### src/rtl/mlp_seq_ctrl.sv
// Sequencer for the two-layer MLP: issues weight addresses and read enables, then emits
// clear/accumulate/bias strobes aligned to the memory's one-cycle read latency.
`timescale 1ns / 1ps
module mlp_seq_ctrl #(
  parameter int unsigned N_IN  = 784,
  parameter int unsigned N_HID = 32
) (
  input  logic        clk,
  input  logic        reset,
  input  logic        start,
  input  logic        hold,
  output logic [31:0] ctr1,
  output logic [31:0] ctr2,
  output logic        re,
  output logic        l1_clr,
  output logic        l1_mac_en,
  output logic        l1_bias_en,
  output logic        l2_clr,
  output logic        l2_mac_en,
  output logic        l2_bias_en,
  output logic        busy,
  output logic        done
);

  localparam logic [9:0] NIn  = 10'(N_IN);
  localparam logic [9:0] NHid = 10'(N_HID);

  typedef enum logic [2:0] {
    StIdle, StL1, StL1Flush, StL2, StL2Flush, StDone
  } state_e;

  state_e     state_q, state_d;
  logic [9:0] ctr1_q, ctr1_d, ctr2_q, ctr2_d;
  logic       first_q, first_d;
  // Pipeline tracking what was issued last cycle, so strobes line up with memory data
  logic       iss_q;
  logic       lyr_q;
  logic [9:0] addr_q;

  always_ff @(posedge clk) begin
    if (reset) begin
      state_q <= StIdle;
      ctr1_q  <= '0;
      ctr2_q  <= '0;
      first_q <= 1'b0;
      iss_q   <= 1'b0;
      lyr_q   <= 1'b0;
      addr_q  <= '0;
    end else begin
      state_q <= state_d;
      ctr1_q  <= ctr1_d;
      ctr2_q  <= ctr2_d;
      first_q <= first_d;
      iss_q   <= re;
      lyr_q   <= (state_q == StL2);
      addr_q  <= (state_q == StL2) ? ctr2_q : ctr1_q;
    end
  end

  always_comb begin
    state_d = state_q;
    ctr1_d  = ctr1_q;
    ctr2_d  = ctr2_q;
    first_d = 1'b0;
    unique case (state_q)
      StIdle: begin
        if (start) begin
          state_d = StL1;
          ctr1_d  = '0;
          first_d = 1'b1;
        end
      end
      StL1: begin
        if (!hold) begin
          if (ctr1_q == NIn) state_d = StL1Flush;
          else               ctr1_d  = ctr1_q + 10'd1;
        end
      end
      StL1Flush: begin
        state_d = StL2;
        ctr2_d  = '0;
        first_d = 1'b1;
      end
      StL2: begin
        if (!hold) begin
          if (ctr2_q == NHid) state_d = StL2Flush;
          else                ctr2_d  = ctr2_q + 10'd1;
        end
      end
      StL2Flush: begin
        state_d = StDone;
        ctr1_d  = '0;
        ctr2_d  = '0;
      end
      StDone:  state_d = StIdle;
      default: state_d = StIdle;
    endcase
  end

  always_comb begin
    re         = ((state_q == StL1) || (state_q == StL2)) && !hold;
    l1_clr     = (state_q == StL1) && first_q;
    l2_clr     = (state_q == StL2) && first_q;
    l1_mac_en  = iss_q && !lyr_q && (addr_q < NIn);
    l1_bias_en = iss_q && !lyr_q && (addr_q == NIn);
    l2_mac_en  = iss_q && lyr_q && (addr_q < NHid);
    l2_bias_en = iss_q && lyr_q && (addr_q == NHid);
    busy       = (state_q != StIdle) && (state_q != StDone);
    done       = (state_q == StDone);
    ctr1       = {22'd0, ctr1_q};
    ctr2       = {22'd0, ctr2_q};
  end

endmodule

### config.mk
export PLATFORM = sky130hd
export DESIGN_NAME = mlp_seq_ctrl
export DESIGN_NICKNAME = d
export VERILOG_FILES = /design/src/rtl/mlp_seq_ctrl.sv
export SDC_FILE = /design/constraint.sdc
export NUM_CORES = 1
export LEC_CHECK = 0
export BUFFER_PORTS_ARGS = -buffer_cell sky130_fd_sc_hd__buf_2
export CORE_ASPECT_RATIO = 1.5
export CORE_MARGIN = 2
export CORE_UTILIZATION = 40
export CTS_CLUSTER_DIAMETER = 100
export DETAILED_ROUTE_END_ITERATION = 6
export PLACE_DENSITY = 0.75
export SETUP_SLACK_MARGIN = 0.4
export SLEW_MARGIN = 20
export SYNTH_ARGS = -nofsm -noshare
export SYNTH_HDL_FRONTEND = slang
export SYNTH_SLANG_ARGS = --single-unit
export TNS_END_PERCENT = 30
### constraint.sdc
create_clock -name clk -period 4.7 [get_ports clk]
set_input_delay 0.235 -clock clk [delete_from_list [all_inputs] [get_ports clk]]
set_output_delay 0.235 -clock clk [all_outputs]
set_load 0.005 [all_outputs]
==> qor.yml <==
outcome: "finished, final reports clean"
async_flop_share_pct: 0
slew_headroom_pct: 41.5
route.detailed.drc: 0
post_drt_wl_per_cell_um: 13.3
cts.sinks: 36
area_delta_synth_final_pct: 3.94
power_mw: 0.594
synth_top_area_cell: "dfxtp_1"
synth_cell_types: 56
n_antenna_cell: 0
grt_util_all_layers_pct: 16.4
hold_path.class: "input port to register"
critical_path_class: "register to output port"
wirelength_mm: 5.13
cts_setup_buffers: 0
cts_buffer_depth: 2
viasPerCell: 5.42
tightestPinTransition_ps: 876
htreeDepth: 2
worstPathRequired_ps: 4470
grt_pass1_vias: 1862
synth-seq-area-share_pct: 30.7
finalHoldViolCount: 0
p_leak_nw: 0.995
period_needed_ps: 2400
ctsHoldBuffers: 0
critPathBufInv: 1
seqCellArea_um2: 721
netlist_top_cells_area: "dfxtp_1, buf_4, nand2_1, a21oi_1, nor2_1"
fp.dieW_um: 66.6
layout_common_cells: "conb_1, dfxtp_1, buf_2"
r2r_end: "ctr2_q[7]"
tns_ps: 0
synth_xor_area_share_pct: 2.24
path_max_fanout: 27
max-vdd-ir-drop_mv: 0.117
power.density_nw_per_um2: 243
dp_slack_ps: 2630
grt_max_degree: 35
grt_antenna_before_repair: 0
cts-root-buf: "clkbuf_8"
place.gp.congestion: 0.858
syn_inst: 292
cts_buffers: 5
insertion_delay_ps: 280
num_vias: 2096
synth_edf_count: 0
final_antenna_net_count: 0
clkTransAtPathRegs_ps: 70
setup_slack_ps: 2300
whs_endpoint: "state_q[0]"
synth_mux_area_share_pct: 0.479
fmax_mhz: 416
rsz0062_at_grt: "false"
syn_avg_cell_area_um2: 8.05
synth_simple_gate_area_share_pct: 27.4
finalSetupViolCount: 0
reg2reg_from: "state_q[2]"
placed_cell_area_um2: 2350
final_common_cell: "conb_1"
grt_first_pass_wirelength_mm: 8.47
synth_ff_type: "dfxtp_1"
fin_crit_sh_pct: 51.1
ios: 77
stdcell_area_um2: 2440
nets: 322
die-area_um2: 6520
arrival_ps: 2170
synthAdderAreaFrac_pct: 2.13
syn_area_um2: 2350
synth_compound_area_share_pct: 18.3
fillCellCount: 609
overflow: 0
cp_num_cells: 4
start_util_pct: 40.9
drt_pass1_iterations: 4
core_region_area_um2: 5740
hold_start: "start"
ys_ff_latch: 36
io_buffers: 32
crit_slowest_cell: "dfxtp_1"
max_stage_delay_ps: 830
r2r_cells: 4
cp_top_family: "simple AND/OR/NAND/NOR gates"
drtIter0Drc: 85
row_count: 34
start_kind: "register"
post-dp-hpwl_mm: 3.80
r2r_setup_slack_ps: 2600
final_util_pct: 42.5
max-cap-violations: 0
crit_chain: "nand2_1, nor2_1, and2_1, buf_2"
yosysTopAreaCellShare_pct: 30.7
cts_tree: "done"
slew_viol_final: 0
cp-end-kind: "output port"
yosysWarnings: 0
drive_gt1_share_pct: 17.1
multi_input_area_um2: 1350
hold_depth: 4
cts_resized: 0
finClkSkew_ps: 4.71
synth_top_family_by_area: "simple AND/OR/NAND/NOR gates"
fp.dieH_um: 97.9
[final cells by class]
type | instances | share of cell area (%)
Multi-Input combinational cell | 231 | 55.4
Clock buffer | 5 | 2.82
Timing Repair Buffer | 32 | 6.56
Clock inverter | 3 | 0.768
Sequential cell | 36 | 29.5
Inverter | 8 | 1.23
Tap cell | 72 | 3.69
[Yosys cell counts (2+ instances only)]
cell and count:
a31o_2 2, and4_1 3, buf_4 45, a21oi_1 20, o31ai_1 5, nand3b_1 2, buf_2 4, nand3_1 10
buf_1 2, a311oi_1 4, nand2_1 30, ha_1 4, nor3_1 9, or3_1 3, a2111oi_0 2, or2_2 2
nor4_1 2, and3_1 2, nor2_1 22, nor4b_1 2, nor2b_1 4, a31oi_1 4, xnor2_1 2, xor2_1 4
dfxtp_1 36, inv_1 8, clkbuf_1 8, or4_1 3, a211oi_1 6, a41oi_1 3, nand2b_1 3, o21ai_0 6
nand4_1 7
[how the worst max path moves through the flow]
stage,start,end,slack (ps)
2_1_floorplan,ctr1_q[0],ctr1_q[5],2970
3_3_place_gp,state_q[0],l2_clr,2690
3_5_place_dp,state_q[0],l2_clr,2630
4_1_cts,state_q[0],l2_clr,2310
5_1_grt,state_q[0],l2_clr,2010
6_report,state_q[0],l2_clr,2300
[metal layers]
layer	vias to the layer above	GRT usage, %	share of wire [%]
met5	-	0	0
met1	979	18.6	39
li1	1003	-	-
met4	0	8.16	2.2
met3	7	2.19	6.2
met2	107	29.0	53
[worst min-delay path, stage by stage]
cell and delay [ps]:
buf_2 90, or2_2 120, nand3b_1 80, o31ai_1 60
[metrics by stage]
step           std cells  hold slack [ps]
6_report             387              335
3_5_place_dp         379              509
2_1_floorplan        335              465
5_1_grt              387              373
3_3_place_gp         379              521
4_1_cts              387              330
[registers in the layout, summed over array words and instances (netlist names)]
name     count
addr_q      10
ctr1_q      10
ctr2_q      10
first_q      1
iss_q        1
lyr_q        1
state_q      3
[where the power goes]
part | internal (mW) | leakage [nW] | switching, mW
clock | 0.103 | 0.0479 | 0.112
sequential | 0.310 | 0.291 | 0.0115
combinational | 0.0210 | 0.656 | 0.0365
[cells by family (layout without fill, tap and decap cells)]
kind of cell,count (synthesis),after routing
other cells,1,44
flops,36,36
fa+ha+maj,4,4
buf+inv,68,48
mux,1,1
xor+xnor,6,6
simple gates,115,115
compound gates,61,61
Power figures use the tool's default switching activity.
